**src/rtl/haz_pipe_sched_if.sv**
```systemverilog
// Hazard scheduler bundle.
// Carries the detector-side hazard flags into the scheduler, and the stage
// enables, status and counters back out to the pipeline.
//   master : hazard detector / pipeline side (drives the flags, reads the enables)
//   slave  : haz_pipe_sched
interface haz_pipe_sched_if #(
  parameter int unsigned CNT_W = 8
);
  logic             en;
  logic             haz_data;
  logic             fwd_ok;
  logic             haz_str;
  logic             haz_ctrl;
  logic             br_valid;
  logic             br_ok;
  logic             pc_en;
  logic             ifid_en;
  logic             ifid_flush;
  logic             idex_bubble;
  logic             fwd_use;
  logic [2:0]       state;
  logic             timeout;
  logic [CNT_W-1:0] stall_cnt;
  logic [CNT_W-1:0] flush_cnt;

  modport master (
    output en, haz_data, fwd_ok, haz_str, haz_ctrl, br_valid, br_ok,
    input  pc_en, ifid_en, ifid_flush, idex_bubble, fwd_use, state, timeout,
           stall_cnt, flush_cnt
  );

  modport slave (
    input  en, haz_data, fwd_ok, haz_str, haz_ctrl, br_valid, br_ok,
    output pc_en, ifid_en, ifid_flush, idex_bubble, fwd_use, state, timeout,
           stall_cnt, flush_cnt
  );
endinterface

```
**src/rtl/haz_pipe_sched.sv**
```systemverilog
// Pipeline stage-control scheduler.
// Turns hazard-detect flags into stall / bubble / flush enables for the PC,
// IF/ID and ID/EX registers. The priority order is fixed, and a watchdog
// bounds the time spent in any stall state.
// Ports:
//   clk        rising-edge clock
//   rst        asynchronous active-high reset
//   bus        haz_pipe_sched_if.slave: en, hazard flags in; stage enables,
//              fwd_use, state, sticky timeout and perf counters out
// Optional build macro HAZ_PERF_CNT_EN: builds the stall/flush counters.
// When it is undefined, both counter ports are tied to 0.
module haz_pipe_sched #(
  parameter int unsigned FLUSH_CYC = 2,
  parameter int unsigned STR_MIN   = 1,
  parameter int unsigned MAX_STALL = 15,
  parameter int unsigned CNT_W     = 8
) (
  input  logic             clk,
  input  logic             rst,
  haz_pipe_sched_if.slave  bus
);
  localparam logic [2:0] S_RUN    = 3'd0;
  localparam logic [2:0] S_DSTALL = 3'd1;
  localparam logic [2:0] S_SSTALL = 3'd2;
  localparam logic [2:0] S_BWAIT  = 3'd3;
  localparam logic [2:0] S_FLUSH  = 3'd4;

  localparam int unsigned     DW_W    = 8;
  localparam logic [DW_W-1:0] DW_MAX  = {DW_W{1'b1}};
  localparam logic [DW_W-1:0] WD_LIM  = DW_W'(MAX_STALL - 1);
  localparam logic [DW_W-1:0] FL_LIM  = DW_W'(FLUSH_CYC - 1);
  localparam logic [DW_W-1:0] STR_LIM = DW_W'(STR_MIN);

  logic [2:0]      state_q, state_d;
  logic [DW_W-1:0] dwell_q, dwell_d;
  logic            timeout_q, timeout_d;
  logic            fwd_use_q, fwd_use_d;
  logic            mispredict_c;
  logic            stall_st_c;

  assign mispredict_c = bus.haz_ctrl & bus.br_valid & ~bus.br_ok;
  assign stall_st_c   = (state_q == S_DSTALL) | (state_q == S_SSTALL) |
                        (state_q == S_BWAIT);

  // State register.
  always_ff @(posedge clk or posedge rst) begin
    if (rst) begin
      state_q   <= S_RUN;
      dwell_q   <= '0;
      timeout_q <= 1'b0;
      fwd_use_q <= 1'b0;
    end else begin
      state_q   <= state_d;
      dwell_q   <= dwell_d;
      timeout_q <= timeout_d;
      fwd_use_q <= fwd_use_d;
    end
  end

  // Next state, dwell, watchdog and forwarding pulse.
  always_comb begin
    state_d   = state_q;
    dwell_d   = dwell_q;
    timeout_d = timeout_q;
    fwd_use_d = 1'b0;
    if (bus.en) begin
      case (state_q)
        S_RUN: begin
          // Any haz_ctrl outranks data and structural hazards.
          if (bus.haz_ctrl) begin
            if (!bus.br_valid)    state_d = S_BWAIT;
            else if (!bus.br_ok)  state_d = S_FLUSH;
          end else if (bus.haz_data && !bus.fwd_ok) begin
            state_d = S_DSTALL;
          end else if (bus.haz_str) begin
            state_d = S_SSTALL;
          end
          fwd_use_d = ~bus.haz_ctrl & bus.haz_data & bus.fwd_ok;
        end
        S_BWAIT: begin
          if (bus.br_valid) state_d = bus.br_ok ? S_RUN : S_FLUSH;
        end
        S_DSTALL: begin
          if (mispredict_c)                    state_d = S_FLUSH;
          else if (!bus.haz_data || bus.fwd_ok) state_d = S_RUN;
        end
        S_SSTALL: begin
          if (mispredict_c)                              state_d = S_FLUSH;
          else if ((dwell_q >= STR_LIM) && !bus.haz_str) state_d = S_RUN;
        end
        S_FLUSH: begin
          if (dwell_q >= FL_LIM) state_d = S_RUN;
        end
        default: state_d = S_RUN;
      endcase
      // Watchdog overrides every stall exit except a mispredict.
      if (stall_st_c && (dwell_q >= WD_LIM)) begin
        timeout_d = 1'b1;
        state_d   = mispredict_c ? S_FLUSH : S_RUN;
      end
      if (state_d != state_q)    dwell_d = '0;
      else if (dwell_q != DW_MAX) dwell_d = dwell_q + DW_W'(1);
    end
  end

  // Stage-enable decode of the current state.
  always_comb begin
    bus.pc_en       = 1'b0;
    bus.ifid_en     = 1'b0;
    bus.ifid_flush  = 1'b0;
    bus.idex_bubble = 1'b0;
    case (state_q)
      S_RUN: begin
        bus.pc_en   = 1'b1;
        bus.ifid_en = 1'b1;
      end
      S_DSTALL, S_SSTALL: bus.idex_bubble = 1'b1;
      S_FLUSH: begin
        bus.pc_en       = 1'b1;
        bus.ifid_flush  = 1'b1;
        bus.idex_bubble = 1'b1;
      end
      default: ;
    endcase
  end

  assign bus.state   = state_q;
  assign bus.timeout = timeout_q;
  assign bus.fwd_use = fwd_use_q;

`ifdef HAZ_PERF_CNT_EN
  localparam logic [CNT_W-1:0] CNT_MAX = {CNT_W{1'b1}};
  logic [CNT_W-1:0] stall_cnt_q;
  logic [CNT_W-1:0] flush_cnt_q;

  // Saturating stall-cycle and flush-entry counters.
  always_ff @(posedge clk or posedge rst) begin
    if (rst) begin
      stall_cnt_q <= '0;
      flush_cnt_q <= '0;
    end else if (bus.en) begin
      if (stall_st_c && (stall_cnt_q != CNT_MAX))
        stall_cnt_q <= stall_cnt_q + CNT_W'(1);
      if ((state_d == S_FLUSH) && (state_q != S_FLUSH) && (flush_cnt_q != CNT_MAX))
        flush_cnt_q <= flush_cnt_q + CNT_W'(1);
    end
  end

  assign bus.stall_cnt = stall_cnt_q;
  assign bus.flush_cnt = flush_cnt_q;
`else
  assign bus.stall_cnt = '0;
  assign bus.flush_cnt = '0;
`endif
endmodule

```
**src/flat_wrapper.sv**
```systemverilog
// flat-port wrapper written by rule: the top's interface ports become plain ports
module haz_pipe_sched_flat 
#(
  parameter int unsigned FLUSH_CYC = 2,
  parameter int unsigned STR_MIN   = 1,
  parameter int unsigned MAX_STALL = 15,
  parameter int unsigned CNT_W     = 8
)
  (clk, rst, bus_en, bus_haz_data, bus_fwd_ok, bus_haz_str, bus_haz_ctrl, bus_br_valid, bus_br_ok, bus_pc_en, bus_ifid_en, bus_ifid_flush, bus_idex_bubble, bus_fwd_use, bus_state, bus_timeout, bus_stall_cnt, bus_flush_cnt);
  haz_pipe_sched_if #(.CNT_W(CNT_W)) bus_i ();
  input  logic clk;
  input  logic rst;
  input wire logic [$bits(bus_i.en)-1:0] bus_en;
  input wire logic [$bits(bus_i.haz_data)-1:0] bus_haz_data;
  input wire logic [$bits(bus_i.fwd_ok)-1:0] bus_fwd_ok;
  input wire logic [$bits(bus_i.haz_str)-1:0] bus_haz_str;
  input wire logic [$bits(bus_i.haz_ctrl)-1:0] bus_haz_ctrl;
  input wire logic [$bits(bus_i.br_valid)-1:0] bus_br_valid;
  input wire logic [$bits(bus_i.br_ok)-1:0] bus_br_ok;
  output wire logic [$bits(bus_i.pc_en)-1:0] bus_pc_en;
  output wire logic [$bits(bus_i.ifid_en)-1:0] bus_ifid_en;
  output wire logic [$bits(bus_i.ifid_flush)-1:0] bus_ifid_flush;
  output wire logic [$bits(bus_i.idex_bubble)-1:0] bus_idex_bubble;
  output wire logic [$bits(bus_i.fwd_use)-1:0] bus_fwd_use;
  output wire logic [$bits(bus_i.state)-1:0] bus_state;
  output wire logic [$bits(bus_i.timeout)-1:0] bus_timeout;
  output wire logic [$bits(bus_i.stall_cnt)-1:0] bus_stall_cnt;
  output wire logic [$bits(bus_i.flush_cnt)-1:0] bus_flush_cnt;
  assign bus_i.en = bus_en;
  assign bus_i.haz_data = bus_haz_data;
  assign bus_i.fwd_ok = bus_fwd_ok;
  assign bus_i.haz_str = bus_haz_str;
  assign bus_i.haz_ctrl = bus_haz_ctrl;
  assign bus_i.br_valid = bus_br_valid;
  assign bus_i.br_ok = bus_br_ok;
  assign bus_pc_en = bus_i.pc_en;
  assign bus_ifid_en = bus_i.ifid_en;
  assign bus_ifid_flush = bus_i.ifid_flush;
  assign bus_idex_bubble = bus_i.idex_bubble;
  assign bus_fwd_use = bus_i.fwd_use;
  assign bus_state = bus_i.state;
  assign bus_timeout = bus_i.timeout;
  assign bus_stall_cnt = bus_i.stall_cnt;
  assign bus_flush_cnt = bus_i.flush_cnt;
  haz_pipe_sched #(.FLUSH_CYC(FLUSH_CYC), .STR_MIN(STR_MIN), .MAX_STALL(MAX_STALL), .CNT_W(CNT_W)) u_core (.clk(clk), .rst(rst), .bus(bus_i));
endmodule
```
**config.mk**
```make
export PLATFORM = sky130hd
export DESIGN_NAME = haz_pipe_sched_flat
export DESIGN_NICKNAME = d
export VERILOG_FILES = /design/src/rtl/haz_pipe_sched_if.sv /design/src/rtl/haz_pipe_sched.sv /design/src/flat_wrapper.sv
export SDC_FILE = /design/constraint.sdc
export NUM_CORES = 1
export LEC_CHECK = 0
export ABC_CLOCK_PERIOD_IN_PS = 2530
export CORE_AREA = 2 2 53 55
export DETAILED_ROUTE_END_ITERATION = 8
export DIE_AREA = 0 0 55 57
export PLACE_DENSITY = 0.75
export SYNTH_ARGS = -nofsm -noshare
export SYNTH_HDL_FRONTEND = slang
export SYNTH_SLANG_ARGS = --single-unit
export TNS_END_PERCENT = 10
```
**constraint.sdc**
```tcl
create_clock -name clk -period 2.53 [get_ports clk]
set_input_delay 0.506 -clock clk [delete_from_list [all_inputs] [get_ports clk]]
set_output_delay 0.506 -clock clk [all_outputs]
set_load 0.01 [all_outputs]
```
# Word level (Yosys, flattened, before mapping)
# Cells that the tools add are included.
# totals
regBits	13
inputBits	9
output_inout_bits	25
# op_classes
addsub	1
magnitude_cmp	2
n_eq_ne	6
muxes	24
bitwise_logic	8
reduce_logical	13
# ops
op	n
3-bit two-way mux	15
8-bit two-way mux	2
3-bit one-hot mux with 5 select lines	1
8-bit by 1-bit adder with 8-bit output, second input constant	1
8-bit by 1-bit >= comparator with 1-bit output, second input constant	1
8-bit by 4-bit >= comparator with 1-bit output, second input constant	1
8-bit inequality test, second input constant	1
3-bit by 2-bit == test with 1-bit output, second input constant	2
1-bit two-way mux	6
1-bit AND	4
2-bit AND reduction	2
3-bit by 1-bit == test with 1-bit output, second input constant	1
3-bit == test, second input constant	1
1-bit logical AND	3
1-bit zero test	3
3-bit zero test	1
3-bit inequality test	1
3-bit OR reduction	1
1-bit NOT	2
1-bit bitwise OR	2
2-bit nonzero test	1
2-bit OR reduction	1
1-bit logical OR	1

# Depth between registers and ports, before layout
# logic_depth
word_depth	10
ltp_mapped	7

# Least setup slack after synthesis
# No wires, ideal clock.
# synth_timing
path_kind	reg2reg
startpoint	register u_core.dwell_q[1]
endpoint	register u_core.state_q[1], in the netlist u_core.bus.state[1]
arrival_ns	1.777
required_ns	2.452
slack_ns	0.675
stages_incl_launch_ff	8
period_less_slack_ns	1.855
path_cell_list	dfrtp_1 > inv_1 > ha_1 > nor4b_2 > a21oi_1 > or4b_4 > nand3_1 > o2bb2ai_1
# synth_via
elab_chain_len	7
elab_cells_between_ends	10
classes_between	2 x order compare; 6 x mux; 2 x reduce/logical
# synth_lines
item	line_no	rtl
from (decl)	haz_pipe_sched.sv:35	logic [DW_W-1:0] dwell_q, dwell_d;
from (signal assigned)	haz_pipe_sched.sv:54	dwell_q <= dwell_d;
8-bit by 1-bit >= comparator with 1-bit output	haz_pipe_sched.sv:89, haz_pipe_sched.sv:92	
1-bit logical AND	haz_pipe_sched.sv:89	else if ((dwell_q >= STR_LIM) && !bus.haz_str) state_d = S_RUN;
3-bit two-way mux	haz_pipe_sched.sv:89	
3-bit two-way mux	haz_pipe_sched.sv:88	if (mispredict_c) state_d = S_FLUSH;
3-bit one-hot mux with 5 select lines	haz_pipe_sched.sv:67	case (state_q)
3-bit two-way mux *	haz_pipe_sched.sv:97	if (stall_st_c && (dwell_q >= WD_LIM)) begin
3-bit two-way mux *	haz_pipe_sched.sv:66	if (bus.en) begin
to (signal assigned)	haz_pipe_sched.sv:53	state_q <= state_d;
to (decl)	haz_pipe_sched.sv:34	logic [2:0] state_q, state_d;
# Mark *: on every way between the ends. The rest lies on a longest branch, timed or not. The select of a mux whose other input is x is not followed.
# A chain may end at the register's enable or synchronous reset.

# Final worst setup path
# layout_timing
startpoint	register u_core.state_q[1], in the netlist u_core.bus.state[1]
endpoint	output port bus_pc_en
# layout_via
elab_chain_len	3
elab_cells_between_ends	4
classes_between	1 x eq/ne; 1 x mux; 2 x reduce/logical
# layout_lines
item	line_no	rtl
3-bit == test or 3-bit zero test (tied branches)	haz_pipe_sched.sv:112	case (state_q)
2-bit OR reduction (no source line) *	--	
1-bit two-way mux *	haz_pipe_sched.sv:112	
to (decl)	flat_wrapper.sv:20	output wire logic [$bits(bus_i.pc_en)-1:0] bus_pc_en;
# Mark *: on every way between the ends. The rest lies on a longest branch, timed or not.

==> summary.txt <==
Status
  • Status: finished clean

Clocking
  • Clock transition at path regs: 90 ps
  • CTS root buffer: clkbuf_4
  • Clock buffer count from CTS: 3
  • Cts repair resizes: 0
  • H-Tree Depth: 1
  • Largest buffer count on any clock path: 2
  • CTS Sinks: 13
  • Worst-skew pair later-pin latency: 290 ps
  • Setup Buffers After CTS: 0
  • CTS hold repair buffers: 0
  • CTS tree: done

Critical path
  • Required time of the critical path: 2020 ps
  • Max stage delay on crit path: 610 ps
  • Reg2Reg Depth: 7
  • Worst path cell trace: nor2_2 > clkdlybuf4s50_1
  • Arrival time worst endpoint: 1810 ps
  • Setup CP Type: reg2out
  • Crit path depth: 2
  • Slowest cell on crit path: clkdlybuf4s50_1
  • Crit end category: output port
  • Worst Path Buf+Inv: 1
  • Critical Path Source Type: flip-flop
  • CP Max Fanout: 13
  • CP delay by family, top: buffers and inverters

Global route
  • Grt total ovfl: 0
  • First-pass GRT wire length: 3740 um
  • Largest net degree at the start of global routing: 14
  • Initial antenna violation count: 0
  • All-layer global routing usage: 0.162
  • Vias in the first global route: 879

Min path
  • HP Class: reg2reg
  • Hold Path Cell Cnt: 1

Run
  • Max cap viols: 0

Pwr
  • Total power: 1.08 mW
  • P_leak: 0.545 nW
  • PwrDens: 854 nW/um^2
  • VDD IR max: 0.640 mV

Place
  • Worst slack at placement: about 190 ps
  • Port Buffers: 17
  • Routability Congestion: 0.901
  • Detailed Place HPWL: 1830 um
  • Placed Cells incl. Taps: 174

Timing
  • Max-slew headroom at the worst pin: 0.655
  • Hold Slack: 500 ps
  • FMAX: 432 MHz
  • Hold Fails Final Rpt: 0
  • Layout Skew: 12.9 ps
  • Min Tclk post-route: 2310 ps
  • Final cycle utilization of the critical path: 0.915
  • Unrepaired setup endpoints after global routing: no
  • # setup viols final: 0
  • Setup TNS: 0 ps
  • Final setup margin: 216 ps
  • Worst slew pin tran: 517 ps
  • Slew Viols, Final: 0

Logic synthesis
  • Synth top area share: 0.294
  • Largest cells by area after synthesis: dfrtp_1, buf_4, ha_1
  • FFs w/ async S/R, synth: 1.00
  • EDFF count, synth: 0
  • Post-synthesis sequential area ratio: 0.294
  • Post-synth cell types: 44
  • Post-Syn Area per Cell: 8.38 sq um
  • Yosys reg bits: 13
  • Syn Inst Count: about 130
  • Yosys warns: 0
  • Largest area contributor in the netlist: dfrtp_1
  • Synth Cell Area: 1110 sq um
  • Prevailing post-synth register cell: dfrtp_1

Route
  • Post-DRT Antenna Nets: 0
  • Drt via density: around 5.4
  • Vias: 963
  • Remaining DRCs: 0
  • Final WL: ~2400 um
  • DR WL/cell: 13.7 um
  • Initial DRC count: 19
  • Drt pass-1 iters: 4

Die
  • Die height: ~57 um
  • # IOs: 34
  • Die area: around 3100 sq um
  • Starting Density: 0.423
  • Die W: 55 um
  • Row count: 19
  • Core Region: 2620 sq um

Cells and area
  • Layout cells sized above 1: 0.0748
  • N_diodes: 0
  • Most frequent cells in the layout: clkdlybuf4s50_1, conb_1, dfrtp_1, nand2_1, nand3_1
  • Cell Count, Final, Fillers Out: roughly 180
  • Area delta synth->final: 13.9%
  • Net count, final: 161
  • Most common cell after layout, fill and taps aside: clkdlybuf4s50_1
-- worst reg2reg max path, delay by kind of cell, from the launching register on --
family                     cells  cell delay [ps]
and+or+nand+nor                2              500
DFF                            1              460
adders and majority gates      1              170
buffers and inverters          1              160
AOI/OAI and AO/OA              3              730
-- flip-flops by register name, summed over array words and instances, names as in the netlist --
register and count:
u_core.bus.fwd_use 1, u_core.bus.state 3, u_core.bus.timeout 1, u_core.dwell_q 8
-- area by class of cell --
| class | count | area (sq um) |
|---|---|---|
| fill | 250 | 1360 |
| multi-input combinational | 105 | 666 |
| sequential | 13 | 325 |
| timing repair buffer | 18 | 178 |
| tap | 31 | 38.8 |
| clock buffer | 4 | 26.3 |
| inverter | 7 | 26.3 |
-- cell families (layout without fill, tap and decap cells) --
group,after synthesis,count (layout),share of synthesized area
AND/OR/NAND/NOR,50,50,0.277
AO/OA/AOI/OAI,29,29,0.176
XOR/XNOR,5,5,0.0396
flip-flops,13,13,0.294
adder cells (fa/ha/maj),4,4,0.0453
multiplexers,1,1,0.00905
buffers and inverters,29,29,0.155
other,1,16,0.00339
-- layer usage --
layer  track usage  vias to the layer above  routed length, um
li1              -                      471                  -
met1         0.183                      465               1060
met2         0.282                       22               1240
met3        0.0471                        5                120
met4        0.0523                        0                 27
met5             0                        -                  0
-- synthesized netlist by cell type, drive strengths merged (3+ instances only) --
cell	n
buf	18
dfrtp	13
nand2	10
nand3	10
a21oi	7
inv	7
nor2	7
nor3	5
o21ai	5
clkbuf	4
ha	4
a31oi	3
nand2b	3
nand4	3
xor2	3
-- where the power goes --
group          total, mW  leakage, nW  internal, mW  switching (mW)
sequential         0.344        0.177         0.245          0.0996
clock              0.137       0.0150        0.0614          0.0759
combinational      0.595        0.352         0.296           0.299
total               1.08        0.545         0.602           0.475
-- worst paths after layout --
kind | from | end | slack, ps
max in group asynchronous | rst | u_core.dwell_q[1] | 1620
min in group asynchronous | rst | u_core.bus.fwd_use | 550
worst min register to register | u_core.bus.timeout | u_core.bus.timeout | 500
worst max register to register | u_core.dwell_q[0] | u_core.dwell_q[7] | 390
worst min-delay path | u_core.bus.timeout | u_core.bus.timeout | 500
worst max-delay path | u_core.bus.state[1] | bus_pc_en | 220
-- per-stage QoR --
step | area, sq um | util
final | 1260 | 0.482
after global routing | 1260 | 0.482
after CTS | 1260 | 0.482
after detailed placement | 1230 | 0.472
after global placement | 1230 | 0.472
after floorplan | 1160 | -
(Power assumes the default switching activity.)
